<file path="config.mk">
export PLATFORM = sky130hd
export DESIGN_NAME = clock_select_controller
export DESIGN_NICKNAME = d
export VERILOG_FILES = /design/src/rtl/clock_select_controller.sv
export SDC_FILE = /design/constraint.sdc
export NUM_CORES = 1
export LEC_CHECK = 0
export CORE_MARGIN = 2
export CORE_UTILIZATION = 25
export CTS_CLUSTER_DIAMETER = 150
export CTS_CLUSTER_SIZE = 16
export DETAILED_ROUTE_END_ITERATION = 7
export GPL_TIMING_DRIVEN = 1
export RECOVER_POWER = 100
export REMOVE_ABC_BUFFERS = 1
export SLEW_MARGIN = 20
export SYNTH_ARGS = -nofsm -noshare
export SYNTH_HDL_FRONTEND = slang
export SYNTH_SLANG_ARGS = --single-unit
</file>
<file path="constraint.sdc">
create_clock -name clk_i -period 1.7 [get_ports clk_i]
set_input_delay 0.34 -clock clk_i [delete_from_list [all_inputs] [get_ports clk_i]]
set_output_delay 0.34 -clock clk_i [all_outputs]
set_load 0.05 [all_outputs]
</file>
<file path="src/rtl/clock_select_controller.sv">
`default_nettype none
// =============================================================================
// clock_select_controller : break-before-make sequencer for NUM_CLKS clock-switch slices
// Rev 1.0
// =============================================================================
module clock_select_controller #(
  parameter int NUM_CLKS       = 4,
  parameter int SYNC_STAGES    = 2,
  parameter int TIMEOUT_CYCLES = 1023,
  parameter int RESET_SEL      = 0
) (
  input  logic                clk_i,
  input  logic                rst_ni,
  input  logic                req_valid_i,
  input  logic [2:0]          req_sel_i,
  output logic                req_ready_o,
  output logic [NUM_CLKS-1:0] select_req_o,
  input  logic [NUM_CLKS-1:0] select_ack_i,
  output logic [2:0]          cur_sel_o,
  output logic                done_o,
  output logic                err_o,
  output logic                timeout_flag_o
);

  localparam int                  CNT_W        = $clog2(TIMEOUT_CYCLES + 1);
  localparam logic [CNT_W-1:0]    TIMEOUT_LAST = CNT_W'(TIMEOUT_CYCLES - 1);
  localparam logic [2:0]          RESET_IDX    = 3'(RESET_SEL);
  localparam logic [NUM_CLKS-1:0] RESET_HOT    = NUM_CLKS'(1) << RESET_SEL;

  typedef enum logic [1:0] {
    S_IDLE   = 2'd0,
    S_DROP   = 2'd1,
    S_RAISE  = 2'd2,
    S_FINISH = 2'd3
  } state_e;

  function automatic logic [NUM_CLKS-1:0] onehot(input logic [2:0] idx);
    onehot = '0;
    for (int i = 0; i < NUM_CLKS; i++) begin
      if (idx == 3'(i)) onehot[i] = 1'b1;
    end
  endfunction

  logic [NUM_CLKS-1:0] sync_q [SYNC_STAGES];
  logic [NUM_CLKS-1:0] ack_s;

  state_e              state_q, state_d;
  logic [NUM_CLKS-1:0] sel_req_q, sel_req_d;
  logic [2:0]          cur_sel_q, cur_sel_d;
  logic [2:0]          target_q, target_d;
  logic [CNT_W-1:0]    cnt_q, cnt_d;
  logic                done_q, done_d;
  logic                err_q, err_d;
  logic                tflag_q, tflag_d;

  logic                accept;
  logic                out_of_range;
  logic                wait_expired;
  logic [NUM_CLKS-1:0] target_hot;

  // Acknowledges come from the switched clock domains; resample before use.
  always_ff @(posedge clk_i or negedge rst_ni) begin
    if (!rst_ni) begin
      for (int s = 0; s < SYNC_STAGES; s++) sync_q[s] <= '0;
    end else begin
      sync_q[0] <= select_ack_i;
      for (int s = 1; s < SYNC_STAGES; s++) sync_q[s] <= sync_q[s-1];
    end
  end

  assign ack_s        = sync_q[SYNC_STAGES-1];
  assign req_ready_o  = (state_q == S_IDLE);
  assign accept       = req_valid_i && req_ready_o;
  assign out_of_range = ({1'b0, req_sel_i} >= 4'(NUM_CLKS));
  assign wait_expired = (cnt_q == TIMEOUT_LAST);
  assign target_hot   = onehot(target_q);

  always_comb begin
    state_d   = state_q;
    sel_req_d = sel_req_q;
    cur_sel_d = cur_sel_q;
    target_d  = target_q;
    cnt_d     = cnt_q;
    done_d    = 1'b0;
    err_d     = 1'b0;
    tflag_d   = tflag_q;

    case (state_q)
      S_IDLE: begin
        if (accept) begin
          if (out_of_range) begin
            err_d = 1'b1;
          end else if (req_sel_i == cur_sel_q) begin
            done_d = 1'b1;
          end else begin
            target_d  = req_sel_i;
            sel_req_d = '0;
            tflag_d   = 1'b0;
            cnt_d     = '0;
            state_d   = S_DROP;
          end
        end
      end

      // Completion is tested before the timeout so a late ack still wins.
      S_DROP: begin
        if (ack_s == '0) begin
          sel_req_d = target_hot;
          cnt_d     = '0;
          state_d   = S_RAISE;
        end else if (wait_expired) begin
          err_d   = 1'b1;
          tflag_d = 1'b1;
          state_d = S_IDLE;
        end else begin
          cnt_d = cnt_q + CNT_W'(1);
        end
      end

      S_RAISE: begin
        if (ack_s == target_hot) begin
          cur_sel_d = target_q;
          done_d    = 1'b1;
          state_d   = S_FINISH;
        end else if (wait_expired) begin
          err_d   = 1'b1;
          tflag_d = 1'b1;
          state_d = S_IDLE;
        end else begin
          cnt_d = cnt_q + CNT_W'(1);
        end
      end

      S_FINISH: begin
        state_d = S_IDLE;
      end

      default: begin
        state_d = S_IDLE;
      end
    endcase
  end

  always_ff @(posedge clk_i or negedge rst_ni) begin
    if (!rst_ni) begin
      state_q   <= S_IDLE;
      sel_req_q <= RESET_HOT;
      cur_sel_q <= RESET_IDX;
      target_q  <= RESET_IDX;
      cnt_q     <= '0;
      done_q    <= 1'b0;
      err_q     <= 1'b0;
      tflag_q   <= 1'b0;
    end else begin
      state_q   <= state_d;
      sel_req_q <= sel_req_d;
      cur_sel_q <= cur_sel_d;
      target_q  <= target_d;
      cnt_q     <= cnt_d;
      done_q    <= done_d;
      err_q     <= err_d;
      tflag_q   <= tflag_d;
    end
  end

  assign select_req_o   = sel_req_q;
  assign cur_sel_o      = cur_sel_q;
  assign done_o         = done_q;
  assign err_o          = err_q;
  assign timeout_flag_o = tflag_q;

`ifndef SYNTHESIS
  a_select_onehot0: assert property (@(posedge clk_i) disable iff (!rst_ni)
    $onehot0(select_req_o));
  a_done_err_excl: assert property (@(posedge clk_i) disable iff (!rst_ni)
    !(done_o && err_o));
  a_select_gap: assert property (@(posedge clk_i) disable iff (!rst_ni)
    ((select_req_o != '0) && ($past(select_req_o) != '0)) |-> (select_req_o == $past(select_req_o)));
`endif

endmodule
`default_nettype wire

</file>
==> results of run 1 <==
through the flow:
stage                     hold slack (ns)  setup TNS [ns]  setup slack [ns]  instance area (um2)
after floorplan                    0.0444           -2.57            -0.323                 1720
after global placement              0.332           -7.30            -0.427                 2300
after detailed placement            0.338           -8.01            -0.458                 2300
after CTS                           0.354          -0.619           -0.0882                 2560
after global routing                0.357           -2.13            -0.171                 2660
final                               0.351          -0.644           -0.0828                 2660
placed cells by master (no fill, tap or decap), types with 4 or more instances in the layout:
| cell | count |
|---|---|
| inv_1 | 7 |
| buf_12 | 5 |
| nand2_1 | 19 |
| buf_4 | 33 |
| o21ai_1 | 6 |
| clkbuf_8 | 6 |
| a21oi_2 | 5 |
| ha_1 | 6 |
| dlygate4sd3_1 | 5 |
| nand3_1 | 6 |
| dfrtp_1 | 30 |
| clkbuf_1 | 9 |
| nand4_1 | 5 |
| o21ai_0 | 6 |
| buf_6 | 4 |
| nor2_1 | 14 |
path summary, 6_finish.rpt:
kind,start,end
max,cur_sel_o[0],cnt_q[5]
min,sync_q[7],ack_s[3]
max reg2reg,cur_sel_o[0],cnt_q[5]
min reg2reg,sync_q[7],ack_s[3]
max in group asynchronous,rst_ni,target_q[0]
min in group asynchronous,rst_ni,sync_q[7]
sequential cells by signal, indices dropped and copies added, names as in the netlist:
name            flops
ack_s               4
cnt_q              10
cur_sel_o           3
done_o              1
err_o               1
select_req_o        4
state_q             2
sync_q              4
target_q            3
timeout_flag_o      1
layer usage:
metal	wire [um]	share of wire (%)	up-vias	GRT usage, %
met1	2060	47	741	17.1
met5	0	0	-	0
met4	17	0.39	0	2.94
met3	128	2.9	2	3.11
li1	-	-	759	-
met2	2150	49	20	18.9
report_power, final:
group          internal (mW)  switching [mW]
logic                  0.890            1.04
clock network          0.329           0.289
registers              0.910           0.126
total                   2.13            1.45
cell families (layout without fill, tap and decap cells):
group                      count (synthesis)  after routing  synth area share, %
and+or+nand+nor                           74             74                 22.3
AOI/OAI and AO/OA                         43             43                 17.0
DFF                                       33             33                 47.3
buffers and inverters                     13             78                 3.58
adders and majority gates                  7              7                 5.01
muxes                                      5              5                 3.22
xor gates and xnor gates                   3              3                 1.50
cells in the mapped netlist, drive strengths merged, types with 5 or more instances:
master | number | area share, %
dfrtp | 32 | 46
nand2 | 22 | 4.7
nor2 | 19 | 4.8
o21ai | 14 | 4.2
a21oi | 10 | 2.9
inv | 8 | 1.7
ha | 7 | 5.0
nand3 | 7 | 2.3
a31oi | 6 | 2.1
mux2 | 5 | 3.2
nand4 | 5 | 1.8
timing repair:
item	CTS	global route
pin swaps	12	7
hold buffers	0	0
gates resized for setup	28	25
setup buffers	8	2
endpoints found under the setup margin	24	25
layout make-up:
type,instances,area (um2)
Fill cell,657,4140
Multi-Input combinational cell,132,1060
Sequential cell,33,830
Timing Repair Buffer,62,524
Tap cell,96,120
Clock buffer,7,86.3
Inverter,8,30.0
Clock inverter,1,7.51
==> summary.txt, run 1 <==
Timing
  – Achievable Freq: 561 MHz
  – Final worst-path cycle share: 105%
  – Worst Max-Slew Pin Slew: 0.923 ns
  – Minimum clock period: 1.78 ns
  – Clk_skew: 0.0136 ns
  – Relative slew margins: 38.4%
  – Slew Limit Fails: 0
  – RSZ-0062 raised after global routing: yes
  – Worst Slack Setup Final: -0.0828 ns
  – Final setup viols: 11
  – Final hold vios: 0

Power
  – Leakage: 1.16 nW
  – Total Power: 3.58 mW
  – Worst VDD drop: 0.000417 V
  – Pwr dens: 1350 nW/um2

Global route
  – Largest net degree at the start of global routing: 18
  – First-pass GRT wire length: 7380 um
  – Initial antenna violation count: 0
  – GR Util All Layers: 12.2%
  – Total gr overflow: 0
  – Number of global-route vias before repair: 1486

Route
  – DR pass1 iterations: 4
  – Post-DR wirelength/cell: 12.9 um
  – Post-DRT Antenna Nets: 0
  – DR vias/cell: 4.49
  – Vias: 1522
  – Drt drc: 0
  – Final WL: 4360 um
  – Drt initial violations: 54

CTS
  – Clock buffer depth: 2
  – Clock Tree Root: clkbuf_8
  – Clock sink count: 33
  – CTS Buf Count: 5
  – CTS tree: built
  – Clock slew at reported path FFs: 0.08 ns
  – Htree depth: 2
  – Worst skew pair latency: 0.28 ns

Critical path
  – CP Capture Type: register
  – Worst path slowest cell: dfrtp_1
  – R2R setup slack: -0.08 ns
  – Crit path largest cell delay: 0.40 ns
  – R2r worst-path depth: 6
  – Startpoint Class: register
  – Critical path depth: 6
  – Worst path arrival time: 1.94 ns
  – Crit Path Category: reg -> reg
  – Largest delay share family, worst path: compound AO/OA/AOI/OAI gates
  – WP buf/inv: 0
  – Req. time, crit path: 1.86 ns
  – Crit Path Max Fanout: 4
  – CP Cell Sequence: xor2_1 > nor3_2 > o31a_4 > or2_4 > o31ai_2 > o41ai_2

Final layout
  – Layout cell share with drive strength beyond 1: 42.0%
  – ANT cells: 0
  – Final design utilization: 39.1%
  – Non-Filler Instances: 339
  – Area Growth Syn to Fin: 52.0%
  – Final Net Count: 259

Placed design
  – Dpl cells: 321
  – GP Congestion: 0.826
  – DP HPWL: 2960 um
  – Port Buffers: 20

Yosys
  – Synthesized instance count: 178
  – FF+latch count, synth: 33
  – FFs w/ async S/R, synth: 100%
  – Mapped cell area: 1750 um2
  – Mean Syn Cell Area: 9.82 um2
  – Main synth FF type: dfrtp_1
  – Register area share after synthesis: 47.3%
  – Post-synth EDFFs: 0
  – Cell variety after synth: 47
  – Yosys warning count: 0

Die
  – Starting Density: 25.7%
  – Die area: 7680 um2
  – # rows: 30
  – Die W: 87.6 um
  – Core ar.: 6790 um2
  – Die height: 87.6 um
  – Total I/O pin count: 21

Outcome
  – Outcome: complete, but fails checks
  – Failing checks: negative setup slack

Run
  – Max-cap violations: 0

Worst hold path
  – Worst hold path class: reg -> reg
  – WHS Path Cells: 0
Power figures use the tool's default switching activity.
==> run 2, diff against run 1 <==
- GPL_ROUTABILITY_DRIVEN: default -> 0
==> results of run 2 <==
Same layout as run 1: the final DEF is identical, and so are final timing and power.
==> run 3, diff against run 2 <==
- CORE_ASPECT_RATIO: default -> 1.75
==> summary.txt, run 3 (same netlist as run 1, synthesis figures left out) <==
Critical path
  – Worst path arrival time: 1.89 ns (-0.05 ns)
  – Crit Path Max Fanout: 7 (+3)
  – Req. time, crit path: 1.86 ns (about the same)
  – Crit path largest cell delay: 0.40 ns (about the same)
  – Crit Path Category: reg -> reg
  – CP Capture Type: register
  – CP Cell Sequence: xor2_1 > nor3_2 > o31a_4 > or2_4 > nor2_4 > a21oi_2
  – Startpoint Class: register
  – Worst path slowest cell: dfrtp_1

Timing
  – Achievable Freq: 576 MHz (+2.6%)
  – Worst Slack Setup Final: -0.0374 ns (+0.0455 ns)
  – Final Hold Slack: 0.344 ns (-0.00730 ns)
  – Final setup viols: 7 (-4)
  – RSZ-0062 raised after global routing: yes
  – Clk_skew: 0.00416 ns (-0.00944 ns)
  – Worst Max-Slew Pin Slew: 0.835 ns (-0.0883 ns)
  – Slew Limit Fails: 0 (unchanged)
  – Final worst-path cycle share: 102% (-2.7 points)
  – Minimum clock period: 1.74 ns (-0.0455 ns)
  – Relative slew margins: 44.3% (+5.9 points)
  – Final hold vios: 0 (unchanged)

Outcome
  – Outcome: complete, but fails checks
  – Failing checks: negative setup slack

Route
  – Post-DR wirelength/cell: 13.6 um (+6.1%)
  – Drt drc: 0 (unchanged)
  – DR vias/cell: 4.71 (+4.9%)
  – Post-DRT Antenna Nets: 0 (unchanged)
  – Vias: 1540 (+1.2%)
  – Final WL: 4460 um (+2.4%)
  – DR pass1 iterations: 4 (unchanged)
  – Drt initial violations: 68 (+26%)

Global route
  – Number of global-route vias before repair: 1588 (+6.9%)
  – Grt met3 use: 1.57% (-1.5 points)
  – First-pass GRT wire length: 7330 um (-0.66%)
  – Met2 usage: 24.3% (+5.4 points)
  – Busiest grt layer: met2
  – GR Util All Layers: 12.8% (+0.64 points)
  – Initial antenna violation count: 0 (unchanged)
  – Global-route track usage on met1: 12.1% (-5.0 points)
  – Total gr overflow: 0 (unchanged)
  – Largest net degree at the start of global routing: 34 (+16)

Power
  – Leakage: 1.19 nW (+3.0%)
  – Worst VDD drop: 0.000568 V (+36%)
  – Pwr dens: 1480 nW/um2 (+9.7%)

Final layout
  – Register area: 828 um2 (-0.15%)
  – Final Net Count: 259 (unchanged)
  – Non-Filler Instances: 327 (-3.5%)
  – Most flops, register: cnt_q
  – ANT cells: 0 (unchanged)
  – Largest register FFs: 10 (unchanged)
  – Area Growth Syn to Fin: 52.8%
  – Fin area: 2670 um2 (+0.52%)
  – Most common cell after layout, fill and taps aside: buf_4
  – Most frequent cells in the layout: 35 x buf_4, 31 x dfrtp_1, 21 x nand2_1
  – Layout cell share with drive strength beyond 1: 41.2% (-0.82 points)
  – Multi-input gate area: 1020 um2 (-3.9%)
  – Number of fill cells: 677 (+3.0%)

Placed design
  – Post-DP Area: 2330 um2 (+1.2%)
  – Post-Place Worst Slack: -0.464 ns (-0.00598 ns)
  – Dpl cells: 313 (-2.5%)
  – Port Buffers: 20 (unchanged)
  – DP HPWL: 3240 um (+9.5%)

Die
  – # rows: 40 (+33%)
  – Total I/O pin count: 21 (unchanged)
  – Core ar.: 6810 um2 (+0.18%)
  – Die area: 7700 um2 (+0.35%)
  – Die height: 115 um (+31%)
  – Die W: 67.2 um (-23%)
  – Starting Density: 25.7% (-0.047 points)

CTS
  – Htree depth: 2 (unchanged)
  – CTS Buf Count: 5 (unchanged)
  – CTS tree: built
  – Worst skew pair latency: 0.28 ns (about the same)
  – Clock buffer depth: 2 (unchanged)
  – Clock Tree Root: clkbuf_16
  – Clock slew at reported path FFs: 0.05 ns (-0.03 ns)
  – Clock sink count: 33 (unchanged)

Worst hold path
  – Worst hold path class: reg -> reg

Run
  – Max-cap violations: 0 (unchanged)
-- run 3: changes by cell type in the layout (fill, tap and decap cells not counted), sizes merged --
cell | before | now
bufinv | 0 | 1
clkinvlp | 1 | 0
-- run 3: cell type report --
class                           count  area share (%)
Tap cell                           84            3.94
Timing Repair Buffer               62            19.4
Inverter                            8            1.12
Clock buffer                        7            5.34
Multi-Input combinational cell    132            38.1
Clock inverter                      1            1.12
Sequential cell                    33            31.0
-- run 3: metal layers --
| layer | vias to the layer above | part of all wire [%] |
|---|---|---|
| met2 | 23 | 57 |
| met3 | 11 | 2.4 |
| met1 | 739 | 36 |
| met5 | - | 0 |
| met4 | 0 | 4.4 |
| li1 | 767 | - |
-- run 3: path summary, 6_finish.rpt --
path,from,endpoint,slack (ns),cells after the start
hold / removal,sync_q[7],ack_s[3],0.34,0
min in group asynchronous,rst_ni,done_o,0.70,2
setup reg to reg,cur_sel_o[1],cnt_q[4],-0.04,6
hold reg to reg,sync_q[7],ack_s[3],0.34,0
setup / recovery,cur_sel_o[1],cnt_q[4],-0.04,6
max in group asynchronous,rst_ni,target_q[0],0.43,2
-- run 3: where the power goes --
part           total, mW  internal, mW  switching (mW)
logic               1.86         0.843            1.02
registers           1.03         0.912           0.116
clock network       1.06         0.732           0.329
-- run 3: what timing repair did --
action                                 CTS  global route
endpoints found under the hold margin    0             0
buffers inserted                         2             4
setup endpoints to repair               18            23
hold buffers                             0             0
resized for setup                       13            35
pin swaps                               12            13
-- run 3: critical path, delay by kind of cell, from the launching register on --
kind,cells,cell delay [ns]
and+or+nand+nor,3,0.63
DFF,1,0.40
AOI/OAI and AO/OA,2,0.39
xor gates and xnor gates,1,0.19
-- run 3: through the flow --
step / power [mW] / utilization, % / TNS (ns)
after floorplan: 1.92 / - / -2.57
after global placement: 2.65 / 34.2 / -6.72
after detailed placement: 2.68 / 34.2 / -7.19
after CTS: 3.83 / 37.6 / -0.402
after global routing: 4.18 / 39.2 / -1.09
final: 3.95 / 39.2 / -0.241
